===== config.mk =====
export PLATFORM = sky130hd
export DESIGN_NAME = fetch_unit
export DESIGN_NICKNAME = d
export VERILOG_FILES = /design/src/rtl/fetch_unit_pkg.sv /design/src/rtl/fetch_unit_pc_register.sv /design/src/rtl/fetch_unit.sv
export SDC_FILE = /design/constraint.sdc
export NUM_CORES = 1
export LEC_CHECK = 0
export BUFFER_PORTS_ARGS = -buffer_cell sky130_fd_sc_hd__clkbuf_2
export CAP_MARGIN = 20
export CORE_MARGIN = 8
export CORE_UTILIZATION = 46
export CTS_BUF_LIST = sky130_fd_sc_hd__clkbuf_4 sky130_fd_sc_hd__clkbuf_8
export CTS_CLUSTER_DIAMETER = 60
export DETAILED_ROUTE_END_ITERATION = 6
export PLACE_DENSITY = 0.8
export SETUP_SLACK_MARGIN = 0.3
export SLEW_MARGIN = 20
export SYNTH_ARGS = -nofsm -noshare
export SYNTH_HDL_FRONTEND = slang
export SYNTH_SLANG_ARGS = --single-unit

===== constraint.sdc =====
create_clock -name clk -period 5 [get_ports clk]
set_input_delay 0 -clock clk [delete_from_list [all_inputs] [get_ports clk]]
set_output_delay 0 -clock clk [all_outputs]
set_load 0.02 [all_outputs]

===== src/rtl/fetch_unit_pkg.sv =====
// Shared pipeline definitions used by the fetch stage: state encoding,
// opcode constants and default datapath widths.
package fetch_unit_pkg;

  localparam int WIDTH_DEF   = 16;
  localparam int ADDR_W_DEF  = 16;
  localparam int IMM_BIT_DEF = 0;

  // Opcodes live in the top five bits of the instruction word.
  localparam int              OPC_W   = 5;
  localparam logic [OPC_W-1:0] OPC_HLT = 5'b00001;

  typedef enum logic [1:0] {
    ST_BOOT,
    ST_FETCH,
    ST_FETCH_IMM,
    ST_HALTED
  } fetch_state_e;

endpackage


===== src/rtl/fetch_unit_pc_register.sv =====
// Program counter: synchronous reset, load, increment or hold, with the
// incremented value also exported so the fetch stage can report it.
module fetch_unit_pc_register
  import fetch_unit_pkg::*;
#(
  parameter int ADDR_W = ADDR_W_DEF
) (
  input  logic              clk,
  input  logic              reset,
  input  logic              load,
  input  logic [ADDR_W-1:0] load_val,
  input  logic              inc,
  output logic [ADDR_W-1:0] pc,
  output logic [ADDR_W-1:0] pc_plus1
);

  // Modulo 2^ADDR_W: the all-ones address wraps silently to zero.
  assign pc_plus1 = pc + ADDR_W'(1);

  // PC update: reset beats load, load beats increment, otherwise hold.
  always_ff @(posedge clk) begin
    if (reset) begin
      pc <= '0;
    end else if (load) begin
      pc <= load_val;
    end else if (inc) begin
      pc <= pc_plus1;
    end
  end

endmodule


===== src/rtl/fetch_unit.sv =====
// Instruction-fetch stage: boots the PC from memory, assembles optional
// two-word instructions, honours redirect/stall and freezes on HLT.
module fetch_unit
  import fetch_unit_pkg::*;
#(
  parameter int               WIDTH      = WIDTH_DEF,
  parameter int               ADDR_W     = ADDR_W_DEF,
  parameter logic [ADDR_W-1:0] BOOT_ADDR = '0,
  parameter int               IMM_BIT    = IMM_BIT_DEF,
  parameter logic [OPC_W-1:0] HLT_OPCODE = OPC_HLT
) (
  input  logic              clk,
  input  logic              reset,
  output logic [ADDR_W-1:0] imem_addr,
  input  logic [WIDTH-1:0]  imem_data,
  input  logic              stall,
  input  logic              redirect_en,
  input  logic [ADDR_W-1:0] redirect_pc,
  output logic [WIDTH-1:0]  instr_out,
  output logic [WIDTH-1:0]  imm_out,
  output logic [ADDR_W-1:0] pc_next_out,
  output logic              valid_out,
  output logic              halted
);

  fetch_state_e      state_q, state_d;
  logic [ADDR_W-1:0] pc_q, pc_plus1;
  logic              pc_load, pc_inc;
  logic [ADDR_W-1:0] pc_load_val;

  // First word of a two-word instruction, held while the immediate is read.
  logic [WIDTH-1:0]  instr_lat_p0, instr_lat_d;

  logic [WIDTH-1:0]  instr_d, imm_d;
  logic [ADDR_W-1:0] pc_next_d;
  logic              valid_d, halted_d;
  logic              is_imm, is_hlt;

  assign is_imm = imem_data[IMM_BIT];
  assign is_hlt = (imem_data[WIDTH-1 -: OPC_W] == HLT_OPCODE);

  fetch_unit_pc_register #(
    .ADDR_W (ADDR_W)
  ) u_pc (
    .clk      (clk),
    .reset    (reset),
    .load     (pc_load),
    .load_val (pc_load_val),
    .inc      (pc_inc),
    .pc       (pc_q),
    .pc_plus1 (pc_plus1)
  );

  // Next-state, PC control and next output values; anything not written
  // below holds, which is what a stall relies on.
  always_comb begin
    state_d     = state_q;
    pc_load     = 1'b0;
    pc_load_val = redirect_pc;
    pc_inc      = 1'b0;
    instr_lat_d = instr_lat_p0;
    instr_d     = instr_out;
    imm_d       = imm_out;
    pc_next_d   = pc_next_out;
    valid_d     = valid_out;
    halted_d    = halted;
    imem_addr   = pc_q;

    case (state_q)
      ST_BOOT: begin
        imem_addr   = BOOT_ADDR;
        pc_load     = 1'b1;
        pc_load_val = ADDR_W'(imem_data);
        valid_d     = 1'b0;
        state_d     = ST_FETCH;
      end

      ST_FETCH: begin
        if (redirect_en) begin
          pc_load = 1'b1;
          valid_d = 1'b0;
        end else if (!stall) begin
          pc_inc      = 1'b1;
          instr_lat_d = imem_data;
          if (is_imm) begin
            valid_d = 1'b0;
            state_d = ST_FETCH_IMM;
          end else begin
            instr_d   = imem_data;
            imm_d     = '0;
            pc_next_d = pc_plus1;
            valid_d   = 1'b1;
            if (is_hlt) begin
              state_d = ST_HALTED;
            end
          end
        end
      end

      ST_FETCH_IMM: begin
        if (redirect_en) begin
          // Drops the half-assembled instruction.
          pc_load = 1'b1;
          valid_d = 1'b0;
          state_d = ST_FETCH;
        end else if (!stall) begin
          pc_inc    = 1'b1;
          instr_d   = instr_lat_p0;
          imm_d     = imem_data;
          pc_next_d = pc_plus1;
          valid_d   = 1'b1;
          state_d   = ST_FETCH;
        end
      end

      ST_HALTED: begin
        valid_d  = 1'b0;
        halted_d = 1'b1;
      end

      default: begin
        state_d = ST_BOOT;
      end
    endcase
  end

  // State, latch and registered outputs; reset clears all of them.
  always_ff @(posedge clk) begin
    if (reset) begin
      state_q      <= ST_BOOT;
      instr_lat_p0 <= '0;
      instr_out    <= '0;
      imm_out      <= '0;
      pc_next_out  <= '0;
      valid_out    <= 1'b0;
      halted       <= 1'b0;
    end else begin
      state_q      <= state_d;
      instr_lat_p0 <= instr_lat_d;
      instr_out    <= instr_d;
      imm_out      <= imm_d;
      pc_next_out  <= pc_next_d;
      valid_out    <= valid_d;
      halted       <= halted_d;
    end
  end

endmodule


# Word level (Yosys, flattened, before mapping)
# Cells that the tools add are included.
# classes
n_bitwise,2
mux,40
mul,0
n_lt_le_gt_ge,0
div_mod_pow,0
add_sub_neg,1
n_eq_ne,12
n_shift,0
reduce_logical,10
# ops
cell,n
2-to-1 mux 16 bit,19
case mux 16 bit (2 select lines),3
"adder 16 x 1 -> 16 bit, second input constant",1
2-to-1 mux 2 bit,6
"inequality test 2 bit, second input constant",5
2-to-1 mux 1 bit,9
"inequality test 3 bit, second input constant",3
case mux 2 bit (3 select lines),1
AND reduction 6 bit,1
"equality test 5 x 1 -> 1 bit, second input constant",1
AND reduction 5 bit,1
"equality test 2 bit, second input constant",2
nonzero test 2 bit,2
OR reduction 2 bit,2
case mux 1 bit (3 select lines),1
AND reduction 3 bit,1
nonzero test 3 bit,1
"equality test 2 x 1 -> 1 bit, second input constant",1
logical NOT 2 bit,1
NOT 1 bit,2
case mux 1 bit (2 select lines),1
AND reduction 2 bit,1
# totals
ramBits,0
romBits,0
latch_bits,0
input_bits,36
output_inout_bits,66
memories,0
wordCells,73
reg_bits,84

# Longest topological paths before layout
# Gate-level depths: netlist of the first run.
# depth
depth_word,6
depth_mapped,9
depth_no_buf,6

# Modules after synthesis
# Synthesis of the first run repeated with hierarchy kept, for this count alone.
# hier_totals
hier_cells,485
hier_area_um2,4302.9
# by_module_without_submodules
mod,cells_per_inst,seq_area_each_um2,area_per_inst_um2,instances
fetch_unit,338,1361.3,3069.2,1
fetch_unit_pc_register,147,320.3,1233.7,1

# Worst setup path before layout of the first run
# No wires, ideal clock.
# synth_path
path_type,reg-to-reg
startpoint,register state_q[0]
endpoint,register u_pc.pc[11]
arrival_ps,1802
path_slack_ps,3067
path_buffers,3
period_less_slack_ps,1933
setup_ps,132
stages_incl_launch_ff,10
cell_sequence,dfxtp_1 > inv_1 > ha_1 > buf_2 > a21oi_1 > or2_2 > buf_2 > buf_2 > a211oi_1 > o41ai_1
# synth_via
elab_chain_len,4
# synth_rtl
item,line,text
"start, declared",fetch_unit.sv:26,"fetch_state_e state_q, state_d;"
"start signal, assigned",fetch_unit.sv:138,state_q <= state_d;
equality test 2 bit / equality test 2 x 1 -> 1 bit (equally long branches),fetch_unit.sv:69,case (state_q)
OR reduction 2 bit (no line),--,
case mux 1 bit (2 select lines) / 2-to-1 mux 1 bit (equally long branches),--,
2-to-1 mux 16 bit / nonzero test 2 bit (equally long branches),--,
"end signal, assigned",fetch_unit_pc_register.sv:25,pc <= load_val;
"end signal, assigned",fetch_unit_pc_register.sv:27,pc <= pc_plus1;
"end, declared",fetch_unit_pc_register.sv:13,"output logic [ADDR_W-1:0] pc,"
# Several ways; a longest one is shown, not always the timed one.
# A chain may end at the register's enable or synchronous reset.

# Worst setup path in the final report of the first run
# layout_path
startpoint,register state_q[0]
endpoint,register pc_next_out[2]
# layout_via
elab_chain_len,3
# layout_rtl
item,line,text
equality test 2 x 1 -> 1 bit / equality test 2 bit (equally long branches),fetch_unit.sv:69,
inequality test 2 bit (no line) / nonzero test 2 bit (equally long branches),--,
AND reduction 6 bit (no line),--,
"end signal, assigned",fetch_unit.sv:142,pc_next_out <= pc_next_d;
"end, declared",fetch_unit.sv:21,"output logic [ADDR_W-1:0] pc_next_out,"
# Several ways; a longest one is shown, not always the timed one.

==> results by group, run 1 <==
Outcome
  • Status: completed

Timing
  • Setup-failing EPs final: 0
  • Worst slew pin tran: ~1100 ps
  • FMAX: 295 MHz
  • Relative slew margins: 0.278
  • Max Slew Vio Count: 0
  • Setup TNS: 0 ps
  • Endpoints failing hold: 0
  • Minimum clock period: around 3400 ps
  • Unrepaired setup endpoints after global routing: no
  • Layout Skew: 12.3 ps
  • Fin crit share: 0.677

Detailed routing
  • 1st-iter DRT viols: 310
  • DR DRC count: 0
  • Vias per std cell: between 5 and 6
  • Antenna Violating Nets Remaining: 0
  • WL final: between 10000 and 15000 µm
  • Drt first pass iters: 5
  • Vias after detailed routing: 4099
  • Routed wire length per instance: 18.9 µm

Finish
  • Area added between synthesis and finish: 19.8%
  • Final Instance Area: 5210 µm²
  • Layout Nets: approximately 620
  • Fraction of layout cells with a size suffix above 1: 0.272
  • N_diodes: 0
  • Reg area: approximately 1700 µm²
  • # fillers: 810
  • Multi-input logic area: between 2000 and 2500 µm²

Critical path
  • Critical R2R Launch: state_q[0]
  • Worst EP arrival: 3600 ps
  • FF-to-FF End: pc_next_out[2]
  • Worst R2R Setup Slack: 1620 ps
  • Crit start category: flop
  • WS Path Type: flop to flop
  • CP Capture Type: flop
  • Worst path required time: between 5000 and 6000 ps
  • Worst-path maximum fanout: 29
  • Reg2Reg Depth: 6

CTS
  • Clock root cell: clkbuf_8
  • CTS tree: built
  • Clock slew at reported path FFs: approximately 90 ps
  • H-tree Lvls: 3
  • Clk sinks: 84
  • Clock buffer depth: 2
  • CTS Buf Count: 9
  • Clk_lat worst skew: 370 ps
  • Post-CTS setup buffers: 0

Synth
  • Mapped Avg Cell Area: just under 9 µm²
  • Adder-cell share of the synthesized area: 0.0201
  • Post-synthesis cell area: 4350 µm²
  • Top-count cell post-synth: dfxtp_1
  • Synth Area in XOR/XNOR: 0.0322
  • Synth area leader: dfxtp_1
  • Multiplexer area fraction after synthesis: 0.0598
  • Warnings, synthesis: 0
  • Top post-synthesis cells by area: dfxtp_1 (39%), a21oi_1 (8.3%), mux2i_1 (6.0%)
  • Sequential area share after synthesis: 0.386
  • Main synth FF type: dfxtp_1
  • Top cells by instance count after synthesis: dfxtp_1 (84), a21oi_1 (72), nand2_1 (40)
  • Synth Net Count: between 500 and 600
  • Post-synthesis simple-gate area fraction: 0.174
  • Cell variety after synth: between 60 and 70
  • Yosys top cell area share: 0.386
  • FF+latch count, synth: 84
  • Post-synth EDFFs: 0
  • Gate Count Post-Synth: between 400 and 500
  • Compound-Gate Fraction of Synth Area: 0.259
  • Asr flop ratio synth: 0
  • Main combinational cell family by area after synthesis: compound AO/OA/AOI/OAI gates

Global route
  • Met1 usage: 0.240
  • GR Util met2: 0.334
  • Met3 GRT Util: 0.0506
  • Total global-route track usage: 0.203
  • First-pass GRT wire length: about 21000 µm
  • Largest net degree at the start of global routing: 59
  • GR peak layer: met2
  • Vias in the first global route: roughly 4000
  • Initial antenna violation count: 0
  • Gr ovfl total: 0

Floorplan
  • # rows: 35
  • Die Footprint: about 13000 µm²
  • Initial core utilization: 0.473
  • Core Footprint: 9200 µm²
  • I/O pin count: approximately 100
  • Die W: approximately 110 µm
  • Die Height: around 110 µm

Pwr
  • P_leak: ~2.0 nW
  • Tot Pwr: 3.21 mW
  • Cell Pwr Density: roughly 600 nW/µm²
  • Max rail drop VDD: 259 µV

Hold path
  • Hold Path Origin: redirect_pc[15]
  • Hold depth: 5
  • Hold/Removal Path Class: input pin to flop
  • Hold EP: u_pc.pc[15]

Placed design
  • DP Area: 4810 µm²
  • Gpl congestion: between 0.8 and 0.9
  • # port buffers: 101
  • DP HPWL: slightly above 9000 µm

Flow run
  • Max Cap Viol: 0
cell type report:
class / instances / area share
clock buffers: 10 / 0.0264
multi-input cells: 345 / 0.458
flip-flops and latches: 84 / 0.323
clock inverters: 6 / 0.0137
well taps: 111 / 0.0266
repair buffers: 126 / 0.146
inverters: 10 / 0.00720
sequential cells by signal, indices dropped and copies added, names as in the netlist:
name          cells
valid_out         1
instr_lat_p0     16
state_q           2
instr_out        16
u_pc.pc          16
pc_next_out      16
imm_out          16
halted            1
through the flow:
stage	cells	util	setup slack [ps]	hold WS [ps]
after floorplan	490	-	3070	89.4
after global placement	656	0.520	1810	291
after detailed placement	657	0.523	1720	306
after CTS	692	0.567	1690	65.2
after global routing	692	0.567	1420	80.9
final	692	0.567	1620	70.1
cell usage in the layout (no fill, tap or decap), types with 10 or more instances in the layout:
master | synthesis | final
nand2_1 | 40 | 40
dfxtp_1 | 84 | 84
nor2_1 | 14 | 13
inv_1 | 10 | 10
clkbuf_8 | 0 | 10
clkbuf_2 | 0 | 101
a211oi_1 | 29 | 29
dlygate4sd3_1 | 0 | 19
nand4_1 | 18 | 18
nor2b_1 | 23 | 23
o21ai_0 | 19 | 19
mux2i_1 | 26 | 26
a21oi_1 | 72 | 72
a211oi_2 | 12 | 12
repair_timing:
action	4_1_cts	5_1_grt
endpoints found under the setup margin	0	0
endpoints found under the hold margin	33	0
resized for setup	0	0
hold buffers	19	0
how the worst max path moves through the flow:
stage	from	to	slack, ps	depth (start not counted)
global placement	state_q[0]	pc_next_out[0]	1810	6
detailed placement	state_q[0]	instr_out[9]	1720	6
CTS	state_q[0]	instr_out[9]	1690	6
global route	state_q[0]	pc_next_out[0]	1420	6
finish	state_q[0]	pc_next_out[2]	1620	6
floorplan	state_q[0]	u_pc.pc[11]	3070	9
report_power, final:
part,switching (mW),internal (mW)
clock,0.269,0.250
sequential,0.156,0.831
combinational,1.09,0.610
total,1.52,1.69
routing by layer:
layer | vias to the layer above | routed length (µm)
met2 | 179 | 6290
met5 | - | 0
met1 | 1915 | 5290
met3 | 40 | 1010
met4 | 0 | 497
li1 | 1965 | -
logic make-up after synthesis:
kind of cell,after synthesis
adders and majority gates,7
muxes,26
xor gates and xnor gates,16
buffers and inverters,61
and+or+nand+nor,134
DFF,84
AOI/OAI and AO/OA,162
worst max-delay path, stage by stage, from the launching register on:
cell and delay [ps]:
dfxtp_1 410, inv_1 120, ha_1 930, inv_1 540, nor2_2 730, buf_4 380
a211oi_1 110
Note: power is estimated with default switching activity, not from simulation.
==> inputs of run 2 (changes only) <==
--- a/config.mk
+++ b/config.mk
@@ -12,7 +12,7 @@
 export CTS_BUF_LIST = sky130_fd_sc_hd__clkbuf_4 sky130_fd_sc_hd__clkbuf_8
 export CTS_CLUSTER_DIAMETER = 60
 export DETAILED_ROUTE_END_ITERATION = 6
-export PLACE_DENSITY = 0.8
+export PLACE_DENSITY = 0.83
 export SETUP_SLACK_MARGIN = 0.3
 export SLEW_MARGIN = 20
 export SYNTH_ARGS = -nofsm -noshare
==> constraint.sdc (replaced) <==
create_clock -name clk -period 2.8 [get_ports clk]
set_input_delay 0 -clock clk [delete_from_list [all_inputs] [get_ports clk]]
set_output_delay 0 -clock clk [all_outputs]
set_load 0.02 [all_outputs]
==> results by group, run 2 (same netlist as run 1, synthesis figures left out) <==
Floorplan
  • # rows: 35 (unchanged)
  • Die Footprint: 12800 µm² (unchanged)
  • Core Footprint: 9200 µm² (unchanged)
  • I/O pin count: 102 (unchanged)
  • Initial core utilization: 0.473 (unchanged)
  • Die W: 113 µm (unchanged)
  • Die Height: 113 µm (unchanged)

Timing
  • Setup-failing EPs final: 0 (unchanged)
  • Max Slew Vio Count: 0 (unchanged)
  • Relative slew margins: 0.536 (+0.259)
  • Fin crit share: 0.829 (+0.152)
  • Endpoints failing hold: 0 (unchanged)
  • Setup TNS: 0 ps (unchanged)
  • Unrepaired setup endpoints after global routing: no
  • Worst slew pin tran: 695 ps (-384 ps)
  • FMAX: 431 MHz (+46%)
  • Layout Skew: 12.8 ps (+0.515 ps)
  • Minimum clock period: 2320 ps (-1060 ps)

Finish
  • Multi-input logic area: 2380 µm² (unchanged)
  • Finished Layout Cells: 698 (+0.87%)
  • # fillers: 794 (-2.0%)
  • Final core occ: 0.569 (+0.00218)
  • Most common cell after layout, fill and taps aside: clkbuf_2
  • Layout Nets: 625 (+0.97%)
  • Area added between synthesis and finish: 20.2%
  • N_diodes: 0 (unchanged)
  • Reg area: 1680 µm² (unchanged)
  • Most frequent cells in the layout: clkbuf_2 (101), dfxtp_1 (84), a21oi_1 (72)
  • Fraction of layout cells with a size suffix above 1: 0.281 (+0.00915)

Critical path
  • Reg2Reg Depth: 6 (unchanged)
  • WS Path Type: flop to flop
  • FF-to-FF End: u_pc.pc[6]
  • Worst path required time: 3060 ps (-2160 ps)
  • Worst EP arrival: 2580 ps (-1020 ps)
  • CP Capture Type: flop
  • Worst-path maximum fanout: 15 (-48%)
  • Critical R2R Launch: state_q[0]
  • Crit start category: flop
  • Worst R2R Setup Slack: 480 ps (-1140 ps)

Global route
  • Gr ovfl total: 0 (unchanged)
  • Total global-route track usage: 0.205 (+0.00255)
  • Initial antenna violation count: 0 (unchanged)
  • Vias in the first global route: 4207 (+4.1%)
  • Largest net degree at the start of global routing: 48 (-19%)
  • First-pass GRT wire length: 21500 µm (+1.4%)

Pwr
  • Gate power share: 0.539 (+0.008)
  • Internal power: 3.04 mW (+80%)
  • Seq pwr share: 0.302 (-0.006)
  • Sw frac: 0.477 (+0.00376)
  • Max rail drop VDD: 512 µV (+98%)
  • Power share of the clock group: 0.159 (-0.003)
  • Cell Pwr Density: 1110 nW/µm² (+80%)
  • P_leak: 2.02 nW (+0.70%)
  • NetSw: 2.77 mW (+82%)

Hold path
  • Hold depth: 3 (-2)
  • Hold Path Origin: redirect_pc[0]
  • Hold EP: u_pc.pc[0]
  • Hold/Removal Path Class: input pin to flop

CTS
  • Clk_lat worst skew: 370 ps (about the same)
  • CTS Buf Count: 9 (unchanged)
  • CTS Hold Bufs: 18 (-1)
  • Post-CTS setup buffers: 0 (unchanged)
  • Clk sinks: 84 (unchanged)
  • H-tree Lvls: 3 (unchanged)
  • CTS resizes: 0 (unchanged)
  • Clock root cell: clkbuf_8
  • Clock buffer depth: 2 (unchanged)
  • CTS tree: built
  • Clock slew at reported path FFs: 90 ps (about the same)

Detailed routing
  • DR DRC count: 0 (unchanged)
  • Vias after detailed routing: 4241 (+3.5%)
  • 1st-iter DRT viols: 366 (+18%)
  • Drt first pass iters: 5 (unchanged)
  • Routed wire length per instance: 19.4 µm (+2.6%)
  • Antenna Violating Nets Remaining: 0 (unchanged)
  • Vias per std cell: 6.08 (+2.6%)
  • WL final: 13500 µm (+3.5%)

Placed design
  • # port buffers: 101 (unchanged)
  • Inst Count DP: 664 (+1.1%)
  • DP HPWL: 9330 µm (+2.1%)
  • Gpl congestion: 0.908 (+5.1%)

Outcome
  • Status: completed

Flow run
  • Max Cap Viol: 0 (unchanged)
[run 2: cell types whose count changed in the layout (fill, tap and decap cells not counted)]
cell / delta
buf_4: +8
buf_16: -1
clkbuf_8: -1
clkinv_2: -1
clkinv_4: +1
clkinvlp_4: +1
dlygate4sd3_1: -1
[run 2: power by group through the flow]
stage / registers, mW / clock network, mW / logic, mW
floorplan: 1.86 / 0 / 2.19
global placement: 1.76 / 0 / 2.95
detailed placement: 1.77 / 0 / 3.04
CTS: 1.75 / 0.926 / 3.08
global route: 1.79 / 0.981 / 3.36
finish: 1.75 / 0.921 / 3.13
[run 2: worst max-delay path by stage]
stage                           from     endpoint  depth (start not counted)
final                     state_q[0]   u_pc.pc[6]                          6
after floorplan           state_q[0]  u_pc.pc[11]                          9
after CTS                 state_q[0]   u_pc.pc[6]                          6
after global placement    state_q[0]   u_pc.pc[6]                          6
after detailed placement  state_q[0]   u_pc.pc[6]                          6
after global routing      state_q[0]  u_pc.pc[10]                          6
[run 2: layer usage]
metal | up-vias | track usage | share of wire
met2 | 206 | 0.334 | 0.48
met4 | 0 | 0.110 | 0.033
met1 | 2027 | 0.243 | 0.40
li1 | 1962 | - | -
met3 | 46 | 0.0538 | 0.090
met5 | - | 0 | 0
[run 2: area by class of cell]
class | count | share of cell area
Multi-Input combinational cell | 345 | 0.456
Sequential cell | 84 | 0.321
Timing Repair Buffer | 132 | 0.150
Tap cell | 111 | 0.0265
Clock buffer | 9 | 0.0237
Clock inverter | 7 | 0.0158
Inverter | 10 | 0.00717
[run 2: worst max-delay path, stage by stage, from the launching register on]
cell,delay (ps)
dfxtp_1,420
inv_1,120
ha_1,370
buf_4,200
a21oi_2,530
nor2_1,220
a2111oi_1,360
[run 2: per-stage QoR]
stage	hold WS (ps)	power, mW	setup slack (ps)	instance area, µm²
global route	13.4	6.13	309	5230
CTS	4.26	5.76	506	5230
global placement	300	4.71	695	4850
detailed placement	299	4.81	566	4850
floorplan	89.4	4.05	867	4350
finish	21.0	5.80	479	5230
==> inputs of run 3 (changes only) <==
==> constraint.sdc (replaced) <==
create_clock -name clk -period 2 [get_ports clk]
set_input_delay 0 -clock clk [delete_from_list [all_inputs] [get_ports clk]]
set_output_delay 0 -clock clk [all_outputs]
set_load 0.02 [all_outputs]
==> results by group, run 3 (same netlist as run 1, synthesis figures left out) <==
Outcome
  • Status: completed

Detailed routing
  • Vias per std cell: 6.33 (+4.1%)
  • Vias after detailed routing: 4650 (+9.6%)
  • DR DRC count: 0 (unchanged)
  • Routed wire length per instance: 21.4 µm (+10%)
  • 1st-iter DRT viols: 602 (+64%)
  • Drt first pass iters: 7 (+2)
  • WL final: 15700 µm (+16%)
  • Antenna Violating Nets Remaining: 0 (unchanged)

Critical path
  • Worst R2R Setup Slack: 190 ps (-290 ps)
  • Worst-path cell chain: inv_4 > ha_4 > buf_8 > inv_2 > or3_1 > xor2_1 > a211oi_1
  • CP top delay family: flip-flops
  • FF-to-FF End: u_pc.pc[3]
  • Critical path depth in cells: 7 (+1)
  • Worst path required time: 2270 ps (-790 ps)
  • Reg2Reg Depth: 7 (+1)
  • Worst-path maximum fanout: 4 (-11)
  • Critical path's largest stage delay: 390 ps (-140 ps)
  • Crit start category: flop
  • WS Path Type: flop to flop
  • Crit path max-delay cell type: dfxtp_4
  • Critical R2R Launch: state_q[1]
  • Worst EP arrival: 2080 ps (-500 ps)
  • CP Capture Type: flop
  • CP bufs+invs: 3 (+1)

CTS
  • Clk_lat worst skew: 370 ps (about the same)
  • Clock root cell: clkbuf_8
  • CTS tree: built
  • H-tree Lvls: 3 (unchanged)
  • Clk sinks: 84 (unchanged)
  • CTS Buf Count: 9 (unchanged)
  • Clock slew at reported path FFs: 100 ps (about the same)
  • Clock buffer depth: 2 (unchanged)

Timing
  • Endpoints failing hold: 0 (unchanged)
  • Relative slew margins: 0.690 (+0.154)
  • Setup TNS: 0 ps (unchanged)
  • Unrepaired setup endpoints after global routing: yes
  • Setup-failing EPs final: 0 (unchanged)
  • Fin crit share: 0.904 (+0.0750)
  • Worst slew pin tran: 465 ps (-231 ps)
  • Max Slew Vio Count: 0 (unchanged)
  • Minimum clock period: 1810 ps (-513 ps)
  • FMAX: 553 MHz (+28%)
  • Layout Skew: 9.31 ps (-3.51 ps)
  • Worst Setup Slack, final: 192 ps (-287 ps)

Global route
  • First-pass GRT wire length: 22100 µm (+2.9%)
  • Largest net degree at the start of global routing: 38 (-21%)
  • Initial antenna violation count: 0 (unchanged)
  • Gr ovfl total: 0 (unchanged)
  • Total global-route track usage: 0.212 (+0.00689)
  • Vias in the first global route: 4353 (+3.5%)

Finish
  • Most common cell after layout, fill and taps aside: clkbuf_2
  • Multi-input logic area: 2590 µm² (+8.8%)
  • N_diodes: 0 (unchanged)
  • Reg area: 1690 µm² (+0.74%)
  • Layout Nets: 662 (+5.9%)
  • Fraction of layout cells with a size suffix above 1: 0.383 (+0.102)
  • Area added between synthesis and finish: 34.6%
  • Most frequent cells in the layout: clkbuf_2 (101), dfxtp_1 (78), a21oi_1 (69)
  • # fillers: 681 (-14%)

Pwr
  • Cell Pwr Density: 1670 nW/µm² (+50%)
  • P_leak: 2.29 nW (+13%)
  • Max rail drop VDD: 662 µV (+29%)

Hold path
  • Hold/Removal Path Class: input pin to flop
  • Hold Path Origin: redirect_pc[15]
  • Hold depth: 5 (+2)
  • Hold EP: u_pc.pc[15]

Floorplan
  • Core Footprint: 9200 µm² (unchanged)
  • Die W: 113 µm (unchanged)
  • I/O pin count: 102 (unchanged)
  • Initial core utilization: 0.473 (unchanged)
  • Die Height: 113 µm (unchanged)
  • # rows: 35 (unchanged)
  • Die Footprint: 12800 µm² (unchanged)

Flow run
  • Max Cap Viol: 0 (unchanged)

Placed design
  • # port buffers: 101 (unchanged)
  • DP HPWL: 9690 µm (+3.8%)
  • Post-Place Setup Slack: 136 ps (-430 ps)
  • Gpl congestion: 0.852 (-6.2%)
## run 3: cell count changes in the layout (fill, tap and decap cells not counted), moves of 4 or more
cell,previous run,this run
a211oi_1,29,21
buf_12,0,4
dfxtp_1,84,78
a211oi_2,12,20
dfxtp_2,0,4
ha_1,7,2
buf_4,13,36
buf_6,0,4
## run 3: cell type report
cell class | instances | share of cell area
Multi-Input combinational cell | 345 | 0.443
Clock inverter | 7 | 0.0130
Tap cell | 111 | 0.0237
Inverter | 10 | 0.00726
Sequential cell | 84 | 0.289
Clock buffer | 9 | 0.0212
Timing Repair Buffer | 169 | 0.203
## run 3: metrics by stage
| stage | total power [mW] | util | hold WS [ps] | cells | cell area [µm²] |
|---|---|---|---|---|---|
| floorplan | 5.84 | - | 81.8 | 490 | 4420 |
| global placement | 6.91 | 0.543 | 268 | 676 | 4990 |
| detailed placement | 7.05 | 0.543 | 275 | 676 | 4990 |
| CTS | 8.86 | 0.608 | 10.1 | 722 | 5590 |
| global route | 10.2 | 0.637 | 74.9 | 735 | 5860 |
| finish | 9.75 | 0.637 | 3.93 | 735 | 5860 |
## run 3: per-layer routing
metal	up-vias	global-route usage	wire (µm)
met2	303	0.366	7450
met1	2225	0.245	6040
li1	2051	-	-
met5	-	0	0
met3	71	0.0479	1460
met4	0	0.0959	784
## run 3: worst max-delay path by stage
stage | slack [ps] | end | from
after floorplan | 300 | u_pc.pc[3] | state_q[0]
after global placement | 160 | pc_next_out[14] | u_pc.pc[1]
after detailed placement | 140 | pc_next_out[14] | u_pc.pc[1]
after CTS | 280 | u_pc.pc[6] | state_q[1]
after global routing | 170 | u_pc.pc[3] | state_q[1]
final | 190 | u_pc.pc[3] | state_q[1]
## run 3: power by group
part	leakage, nW	total [mW]	switching (mW)	internal [mW]
Clock	0.103	1.25	0.754	0.497
Combinational	1.50	6.01	3.39	2.62
Sequential	0.690	2.49	0.397	2.09
Total	2.29	9.76	4.55	5.21
## run 3: repair_timing
item / CTS / global route
resized for setup: 29 / 28
hold buffers: 19 / 0
endpoints found under the setup margin: 57 / 67
gates cloned: 0 / 2
pin swaps: 6 / 10
setup buffers: 11 / 11
endpoints found under the hold margin: 37 / 0
## run 3: worst min-delay path: stages
cell	delay, ps
clkbuf_2	90
mux2i_1	60
nor2_1	90
a32oi_1	70
o41ai_2	50
